**src/rtl/traffic_pkg.sv**
```systemverilog
// rtl/traffic_pkg.sv - shared phase encodings and lamp codes for the intersection controllers
package traffic_pkg;

    typedef enum logic [1:0] {
        PH_HG = 2'd0,
        PH_HY = 2'd1,
        PH_CG = 2'd2,
        PH_CY = 2'd3
    } phase_e;

    localparam logic [2:0] RED = 3'b100;
    localparam logic [2:0] YEL = 3'b010;
    localparam logic [2:0] GRN = 3'b001;

    function automatic phase_e next_phase(input phase_e p);
        case (p)
            PH_HG:   return PH_HY;
            PH_HY:   return PH_CG;
            PH_CG:   return PH_CY;
            default: return PH_HG;
        endcase
    endfunction

endpackage

```
**src/rtl/sensor_debounce.sv**
```systemverilog
// rtl/sensor_debounce.sv - two-flop synchronizer followed by a consecutive-sample debounce counter
module sensor_debounce #(
    parameter int DB_LEN = 4
) (
    input  logic clk,
    input  logic rst_n,
    input  logic raw_i,
    output logic db_o
);

    localparam int CW = $clog2(DB_LEN + 1);
    localparam logic [CW-1:0] CNT_FULL = CW'(DB_LEN);

    logic          sync1_q, sync2_q;
    logic          db_q, db_d;
    logic [CW-1:0] cnt_q, cnt_d;

    // Once DB_LEN differing samples are counted, the flip lands on the following edge.
    always_comb begin
        db_d  = db_q;
        cnt_d = '0;
        if (cnt_q == CNT_FULL) begin
            db_d = ~db_q;
        end else if (sync2_q != db_q) begin
            cnt_d = cnt_q + 1'b1;
        end
    end

    always_ff @(posedge clk or negedge rst_n) begin
        if (!rst_n) begin
            sync1_q <= 1'b0;
            sync2_q <= 1'b0;
            db_q    <= 1'b0;
            cnt_q   <= '0;
        end else begin
            sync1_q <= raw_i;
            sync2_q <= sync1_q;
            db_q    <= db_d;
            cnt_q   <= cnt_d;
        end
    end

    assign db_o = db_q;

endmodule

```
**src/rtl/cr_phase_timer.sv**
```systemverilog
// rtl/cr_phase_timer.sv - phase timer and sensor request latch feeding the country-road controller
module cr_phase_timer
    import traffic_pkg::*;
#(
    parameter int CLK_DIV = 1000,
    parameter int T_HG    = 30,
    parameter int T_HY    = 3,
    parameter int T_CG    = 10,
    parameter int T_CY    = 3,
    parameter int DB_LEN  = 4,
    parameter int TW      = 8
) (
    input  logic       clk,
    input  logic       rst_n,
    input  logic       sensor_raw,
    output logic       sensor_req,
    output logic       time_out,
    output logic [1:0] phase
);

    localparam int PW = (CLK_DIV > 1) ? $clog2(CLK_DIV) : 1;
    localparam logic [PW-1:0] PCNT_LAST = PW'(CLK_DIV - 1);

    phase_e        phase_q, phase_d;
    logic [PW-1:0] pcnt_q, pcnt_d;
    logic [TW-1:0] tcnt_q, tcnt_d, tcnt_last;
    logic          done_q, done_d;
    logic          time_out_q, time_out_d;
    logic          req_q, req_d;
    logic          db, tick, expired, advance;

    sensor_debounce #(
        .DB_LEN(DB_LEN)
    ) u_debounce (
        .clk   (clk),
        .rst_n (rst_n),
        .raw_i (sensor_raw),
        .db_o  (db)
    );

    always_comb begin
        tcnt_last = TW'(T_HG - 1);
        case (phase_q)
            PH_HY:   tcnt_last = TW'(T_HY - 1);
            PH_CG:   tcnt_last = TW'(T_CG - 1);
            PH_CY:   tcnt_last = TW'(T_CY - 1);
            default: tcnt_last = TW'(T_HG - 1);
        endcase
    end

    assign tick    = (pcnt_q == PCNT_LAST);
    assign expired = tick && (tcnt_q == tcnt_last);

    always_comb begin
        advance = 1'b0;
        done_d  = done_q;
        pcnt_d  = tick ? '0 : pcnt_q + 1'b1;
        tcnt_d  = tick ? tcnt_q + 1'b1 : tcnt_q;
        req_d   = req_q;
        if (phase_q == PH_HG) begin
            // HG only leaves once its minimum has elapsed and a request is latched.
            if ((done_q || expired) && req_q) begin
                advance = 1'b1;
            end else if (done_q) begin
                pcnt_d = pcnt_q;
                tcnt_d = tcnt_q;
            end else if (expired) begin
                done_d = 1'b1;
                pcnt_d = '0;
                tcnt_d = tcnt_q;
            end
        end else begin
            advance = expired;
        end

        phase_d    = phase_q;
        time_out_d = advance;
        if (advance) begin
            phase_d = next_phase(phase_q);
            pcnt_d  = '0;
            tcnt_d  = '0;
            done_d  = 1'b0;
        end

        // Request is held through HY and dropped as CG begins; the clear has priority.
        req_d = (req_q || (db && (phase_q == PH_HG))) && !(advance && (phase_q == PH_HY));
    end

    always_ff @(posedge clk or negedge rst_n) begin
        if (!rst_n) begin
            phase_q    <= PH_HG;
            pcnt_q     <= '0;
            tcnt_q     <= '0;
            done_q     <= 1'b0;
            time_out_q <= 1'b0;
            req_q      <= 1'b0;
        end else begin
            phase_q    <= phase_d;
            pcnt_q     <= pcnt_d;
            tcnt_q     <= tcnt_d;
            done_q     <= done_d;
            time_out_q <= time_out_d;
            req_q      <= req_d;
        end
    end

    assign phase      = phase_q;
    assign time_out   = time_out_q;
    assign sensor_req = req_q;

endmodule

```
**config.mk**
```make
export PLATFORM = sky130hd
export DESIGN_NAME = cr_phase_timer
export DESIGN_NICKNAME = d
export VERILOG_FILES = /design/src/rtl/traffic_pkg.sv /design/src/rtl/sensor_debounce.sv /design/src/rtl/cr_phase_timer.sv
export SDC_FILE = /design/constraint.sdc
export NUM_CORES = 1
export LEC_CHECK = 0
export BUFFER_PORTS_ARGS = -buffer_cell sky130_fd_sc_hd__buf_2
export CELL_PAD_IN_SITES_DETAIL_PLACEMENT = 1
export CELL_PAD_IN_SITES_GLOBAL_PLACEMENT = 1
export CORE_ASPECT_RATIO = 0.6
export CORE_MARGIN = 1.5
export CORE_UTILIZATION = 51
export DETAILED_ROUTE_END_ITERATION = 8
export GPL_TIMING_DRIVEN = 0
export PLACE_DENSITY_LB_ADDON = 0.12
export SETUP_SLACK_MARGIN = 0.4
export SKIP_LAST_GASP = 1
export SYNTH_ARGS = -nofsm -noshare
export SYNTH_HDL_FRONTEND = slang
export SYNTH_SLANG_ARGS = --single-unit
```
**constraint.sdc**
```tcl
create_clock -name clk -period 5.64 [get_ports clk]
set_input_delay 0.846 -clock clk [delete_from_list [all_inputs] [get_ports clk]]
set_output_delay 0.846 -clock clk [all_outputs]
set_load 0.1 [all_outputs]
```
==> impl_metrics.tcl, run 1 <==
set metrics [dict create \
    postRouteAntennaNets 0 \
    ir_drop_uv 198 \
    wl_per_cell_um 17.0 \
    fin_worst_skew_ps 5.62 \
    setup_viol 0 \
    r2r_slack_ps 2600 \
    utilization_pct 58.9 \
    drt_first_iter_violations 112 \
    slew_headroom_pct 43.4 \
    clk_latency_ps 280 \
    area_delta_synth_final_pct 10.7 \
    cpPeakStageDelay_ps 510 \
    hp-start "u_debounce.sync1_q" \
    nets 176 \
    synthCells 151 \
    multi_input_area_um2 758 \
    highest_layer "met4" \
    slew_violations 0 \
    cts_tree "yes" \
    finalCritPeriodShare_pct 54.0 \
    slowest_stage "a2111oi_2" \
    hold_depth 0 \
    cp_data_arrival_time_ps 3210 \
    portBuffers 6 \
    p_leak_nw 0.780 \
    grt_pass1_wl_um 5960 \
    rows 15 \
    synth_nets 163 \
    hold_viol 0 \
    crit_type "reg -> reg" \
    cp_max_fo 10 \
    drive_gt1_share_pct 10.9 \
    hold_buffers 0 \
    core_area_um2 2850 \
    dr.pass1.iters 4 \
    io_pins 7 \
    wl_met3_um 172 \
    ys_seq_elements 29 \
    period_needed_ps 3040 \
    seqCellArea_um2 726 \
    endpoint_kind "flop" \
    crit_required_ps 5800 \
    p_total_uw 434 \
    n_antenna_cell 0 \
    die_h_um 45.3 \
    clock_sinks 29 \
    max_cap_viol_count 0 \
    setup_tns_ps 0 \
    rsz0062_at_grt "false" \
    syn_area_um2 1520 \
    avgViaCountPerCell 5.81 \
    avgSynthCellArea_um2 10.1 \
    hold_class "reg -> reg" \
    clock.fmax_mhz 329 \
    grt_max_degree 30 \
    synth.distinct_cells 37 \
    drcViolationCount 0 \
    cts_resized 0 \
    gp_congestion 0.750 \
    hpwl_um 2500 \
    worstSetupStartpointType "flop" \
    overflow 0 \
    die_w_um 73.4 \
    ys_seq_area_share_pct 47.8 \
    power.density_nw_per_um2 258 \
    cts_max_level 2 \
    fillers 337 \
    worstPathCellList "inv_1 > ha_1 > or3_1 > a2111oi_2 > nand4_1 > a21oi_4 > buf_6 > nor2_1 > a221o_1" \
    cts_post_setup_buffers_inserted 0 \
    whs_endpoint "u_debounce.sync2_q" \
    r2r_cells 9 \
    status "completed" \
    yosys_warnings 0 \
    antenna_found_initial 0 \
    grt_util_all_layers_pct 25.5 \
    start_util_pct 53.2 \
    r2r_end "tcnt_q[5]" \
    worst_slew_pin_slew_ps 843 \
    cts-root-buf "clkbuf_8" \
    wl_um 3520 \
    cts_made_buffers 5 \
    ctsLongestPathBuffers 2 \
    r2r_start "phase[0]" \
    drt-met1-wl_um 1660 \
    met2_wirelength_um 1650 \
    die_area_um2 3320 \
    vias 1202 \
    grt_pass1_vias 1136 \
    path_clk_slew_ps 60 \
]
## stage by stage
step	area, um2	instances	hold WS, ps	setup slack (ps)
global route	1680	207	368	2440
detailed placement	1600	199	338	2630
CTS	1680	207	351	2610
global placement	1600	199	333	2780
floorplan	1520	151	331	2410
finish	1680	207	351	2600
## sequential cells by signal, summed over array words and instances (netlist names)
signal              count
pcnt_q                 10
tcnt_q                  8
u_debounce.cnt_q        3
phase                   2
done_q                  1
sensor_req              1
time_out                1
u_debounce.db_o         1
u_debounce.sync1_q      1
u_debounce.sync2_q      1
## per-layer routing
layer,GRT usage (%),up-vias
met5,0,-
met3,9.38,6
met4,6.67,0
met1,35.4,608
li1,-,564
met2,38.2,24
## Yosys cell counts
library cell,count,area (um2)
a2111oi_2,1,15.0
a21o_1,1,7.51
a21oi_1,3,15.0
a21oi_4,1,16.3
a221o_1,5,50.1
a22o_1,3,26.3
a41oi_1,1,8.76
and2_1,2,12.5
and3_1,2,12.5
and3b_1,1,8.76
buf_6,1,11.3
dfrtp_1,29,726
ha_1,9,113
inv_1,6,22.5
mux2_2,1,11.3
mux2i_1,1,10.0
nand2_1,17,63.8
nand2b_1,1,6.26
nand3_1,8,40.0
nand4_1,2,12.5
nand4b_1,1,8.76
nor2_1,22,82.6
nor2_2,1,6.26
nor2b_1,3,18.8
nor3_1,1,5.00
nor4b_1,1,8.76
o21ai_0,10,50.1
o21ai_4,1,16.3
o21bai_1,2,15.0
o31ai_1,1,7.51
o31ai_2,1,12.5
o41ai_1,1,8.76
or2b_1,1,7.51
or3_1,2,12.5
or4_1,1,7.51
xnor2_1,4,35.0
xor2_1,3,26.3
## cell families after synthesis
family          synth area share [%]
compound gates                  16.4
xor+xnor                        4.04
fa+ha+maj                       7.42
buf+inv                         2.23
flops                           47.8
mux                             1.40
simple gates                    20.7
## critical path: cells and delay by family (launching register included)
| family | cells | cell delay, ps |
|---|---|---|
| AND/OR/NAND/NOR | 3 | 730 |
| flip-flops | 1 | 420 |
| AO/OA/AOI/OAI | 3 | 1130 |
| adder cells (fa/ha/maj) | 1 | 330 |
| buffers and inverters | 2 | 310 |
## power by group
part	leakage, nW	switching (mW)	internal, mW
clock network	0.0395	0.0770	0.0874
logic	0.364	0.0218	0.0185
registers	0.377	0.00961	0.220
total	0.780	0.108	0.326
## cell usage in the layout (no fill, tap or decap), types with 4 or more instances in the layout
| master | instances |
|---|---|
| nand2_1 | 17 |
| ha_1 | 9 |
| a221o_1 | 5 |
| inv_1 | 6 |
| clkbuf_8 | 5 |
| dfrtp_1 | 29 |
| o21ai_0 | 10 |
| buf_2 | 6 |
| nor2_1 | 22 |
| xnor2_1 | 4 |
| nand3_1 | 8 |
## worst max-delay path by stage
stage | from | to | slack [ps]
after floorplan | phase[0] | tcnt_q[7] | 2410
after global placement | phase[0] | tcnt_q[7] | 2780
after detailed placement | phase[1] | tcnt_q[5] | 2630
after CTS | phase[0] | tcnt_q[5] | 2610
after global routing | phase[0] | tcnt_q[5] | 2440
final | phase[0] | tcnt_q[5] | 2600
## cell type report
class / instances / share of cell area [%]
multi-input combinational: 115 / 45.1
timing repair buffer: 6 / 1.79
clock buffer: 8 / 4.77
buffer: 1 / 0.670
sequential: 29 / 43.2
tap: 42 / 3.13
inverter: 6 / 1.34
Note: power is estimated with default switching activity, not from simulation.
==> run 2: changes to the inputs <==
--- a/config.mk
+++ b/config.mk
@@ -5,12 +5,13 @@
 export SDC_FILE = /design/constraint.sdc
 export NUM_CORES = 1
 export LEC_CHECK = 0
+export ABC_AREA = 1
 export BUFFER_PORTS_ARGS = -buffer_cell sky130_fd_sc_hd__buf_2
 export CELL_PAD_IN_SITES_DETAIL_PLACEMENT = 1
 export CELL_PAD_IN_SITES_GLOBAL_PLACEMENT = 1
 export CORE_ASPECT_RATIO = 0.6
 export CORE_MARGIN = 1.5
-export CORE_UTILIZATION = 51
+export CORE_UTILIZATION = 42
 export DETAILED_ROUTE_END_ITERATION = 8
 export GPL_TIMING_DRIVEN = 0
 export PLACE_DENSITY_LB_ADDON = 0.12
==> constraint.sdc (replaced) <==
create_clock -name clk -period 2.6 [get_ports clk]
set_input_delay 0.39 -clock clk [delete_from_list [all_inputs] [get_ports clk]]
set_output_delay 0.39 -clock clk [all_outputs]
set_load 0.1 [all_outputs]
==> impl_metrics.tcl, run 2 <==
set metrics [dict create \
    cpPeakStageDelay_ps 400 \
    clk_latency_ps 290 \
    hold_class "in -> async" \
    syn_area_um2 1800 \
    slew_violations 0 \
    critPathLaunch "phase[0]" \
    utilization_pct 50.1 \
    worstPathCellList "inv_1 > ha_1 > buf_6 > nor2_4 > xor2_1 > nand2_1 > nor2_2 > nand4_4 > nand2_4 > nand2_1 > o21ai_1" \
    final_common_cell "nand2_1" \
    cts_made_buffers 5 \
    avgSynthCellArea_um2 8.26 \
    die_area_um2 4700 \
    ys_seq_area_share_pct 40.3 \
    crit_required_ps 2810 \
    synth_top_area_share_pct 40.3 \
    die_w_um 87.6 \
    antenna_found_initial 0 \
    async_flop_share_pct 100 \
    yosysMostFrequentCell "nand2_1" \
    rsz0062_at_grt "false" \
    largest_reg_flops 10 \
    drive_gt1_share_pct 19.2 \
    ir_drop_uv 284 \
    start_util_pct 43.7 \
    wl_um 4260 \
    wl_per_cell_um 14.5 \
    fillers 510 \
    clock.fmax_mhz 504 \
    max_cap_viol_count 0 \
    synthCells 218 \
    slew_headroom_pct 54.7 \
    path_common_cell "nand2_1" \
    postRouteAntennaNets 0 \
    hold_viol 0 \
    grt_max_degree 30 \
    synthTopCellsByArea "dfrtp_1 (40%), nand2_1 (9.0%), ha_1 (6.3%)" \
    yosys_warnings 0 \
    ys_seq_elements 29 \
    period_needed_ps 1990 \
    hpwl_um 3140 \
    busiest_layer "met2" \
    fin_worst_skew_ps 9.45 \
    yosys.area.top_type "dfrtp_1" \
    ctsLongestPathBuffers 2 \
    io_pins 7 \
    final_cell_mix "nand2_1 (43), inv_1 (27), dfrtp_1 (27), nand3_1 (20), nor2_1 (17)" \
    grt_pass1_wl_um 6940 \
    synth_simple_gate_area_share_pct 29.6 \
    power.density_nw_per_um2 552 \
    synth_fa_ha_area_share_pct 6.25 \
    area_delta_synth_final_pct 14.7 \
    synth_common_cells "nand2_1 (43), dfrtp_1 (29), inv_1 (27), nand3_1 (20), nor2_1 (17)" \
    die_h_um 53.7 \
    use_met1_pct 28.4 \
    cts_tree "yes" \
    use_met2_pct 31.9 \
    synthXorXnorAreaFrac_pct 6.81 \
    worst_slew_pin_slew_ps 680 \
    top_register "pcnt_q" \
    setup_tns_ps 0 \
    dr.pass1.iters 4 \
    path_clk_slew_ps 70 \
    gp_congestion 0.796 \
    cts-root-buf "clkbuf_8" \
    cp_data_arrival_time_ps 2190 \
    rows 18 \
    p_leak_nw 0.999 \
    grt_util_all_layers_pct 20.3 \
    synth_nets 230 \
    hold_buffers 0 \
    cts_max_level 2 \
    synth_mux_area_share_pct 0 \
    slowest_stage "dfrtp_2" \
    worstSetupStartpointType "flop" \
    largestRegisters "pcnt_q (10), tcnt_q (8), u_debounce.cnt_q (3)" \
    endpoint_kind "flop" \
    use_met3_pct 5.06 \
    cp_max_fo 10 \
    ys.flop_type "dfrtp_1" \
    grt_pass1_vias 1391 \
    nets 245 \
    synth_edf_count 0 \
    avgViaCountPerCell 4.94 \
    status "completed" \
    r2r_start "phase[0]" \
    overflow 0 \
    setup_viol 0 \
    drt_first_iter_violations 60 \
    n_antenna_cell 0 \
    clock_sinks 29 \
    core_area_um2 4120 \
    finalCritPeriodShare_pct 76.4 \
    drcViolationCount 0 \
    synth-compound-area-share_pct 7.92 \
    vias 1451 \
    crit_type "reg -> reg" \
    synth_top_family_by_area "simple AND/OR/NAND/NOR gates" \
    synth.distinct_cells 30 \
    portBuffers 6 \
]
-- run 2: changes by cell type after synthesis, moves of 4 or more --
| cell | delta |
|---|---|
| nor2_1 | -5 |
| a21oi_1 | +5 |
| a221o_1 | -5 |
| nor3_1 | +4 |
| o21ai_0 | -6 |
| o21ai_1 | +7 |
| inv_1 | +21 |
| nand3_1 | +12 |
| xor2_1 | +6 |
| nand2_1 | +26 |
-- run 2: logic make-up (layout without fill, tap and decap cells) --
kind of cell / Yosys count / after routing
compound gates: 23 / 23
xor+xnor: 14 / 14
fa+ha+maj: 9 / 9
buf+inv: 36 / 52
flops: 29 / 29
simple gates: 107 / 107
-- run 2: final timing paths --
path	slack, ps	to	depth (start not counted)
max in group asynchronous	1980	phase[0]	1
min	140	tcnt_q[5]	1
min reg2reg	350	u_debounce.sync2_q	0
max	610	phase[1]	11
max reg2reg	610	phase[1]	11
min in group clk	210	u_debounce.sync1_q	1
-- run 2: layout make-up --
| cell class | instances | area [um2] | share of cell area, % |
|---|---|---|---|
| Multi-Input combinational cell | 153 | 918 | 44.5 |
| Clock inverter | 3 | 65.1 | 3.15 |
| Tap cell | 60 | 75.1 | 3.63 |
| Timing Repair Buffer | 8 | 45.0 | 2.18 |
| Buffer | 5 | 41.3 | 2.00 |
| Clock buffer | 5 | 68.8 | 3.33 |
| Sequential cell | 29 | 728 | 35.3 |
| Inverter | 31 | 124 | 6.00 |
-- run 2: power by group --
group | total, mW | internal [mW] | leakage, nW | switching, mW
clock | 0.566 | 0.381 | 0.0681 | 0.185
combinational | 0.0750 | 0.0321 | 0.557 | 0.0429
sequential | 0.499 | 0.478 | 0.373 | 0.0210
total | 1.14 | 0.891 | 0.999 | 0.249
-- run 2: per-layer routing --
metal  part of all wire, %  wire (um)  vias up
li1                      -          -      732
met1                    52       2200      702
met2                    45       1930       14
met3                   2.7        113        3
met4                  0.45         19        0
met5                     0          0        -
-- run 2: timing repair --
item / CTS / global route
resized for setup: 0 / 1
endpoints found under the setup margin: 0 / 5
hold endpoints to repair: 0 / 0
buffers inserted: 0 / 2
-- run 2: critical path, delay by kind of cell (launching register included) --
kind | cells | cell delay (ps)
AOI/OAI and AO/OA | 1 | 80
xor gates and xnor gates | 1 | 160
adders and majority gates | 1 | 210
buffers and inverters | 2 | 240
DFF | 1 | 400
and+or+nand+nor | 6 | 820
-- run 2: per-stage QoR --
step                area, um2  power [mW]  worst slack [ps]  hold WS, ps  instances
floorplan                1800       0.559               425         94.4        218
global placement         1910       0.578               675          339        284
detailed placement       1910       0.586               607          336        284
CTS                      2040        1.15               555          159        292
global route             2070        1.19               401          171        294
finish                   2070        1.14               614          143        294
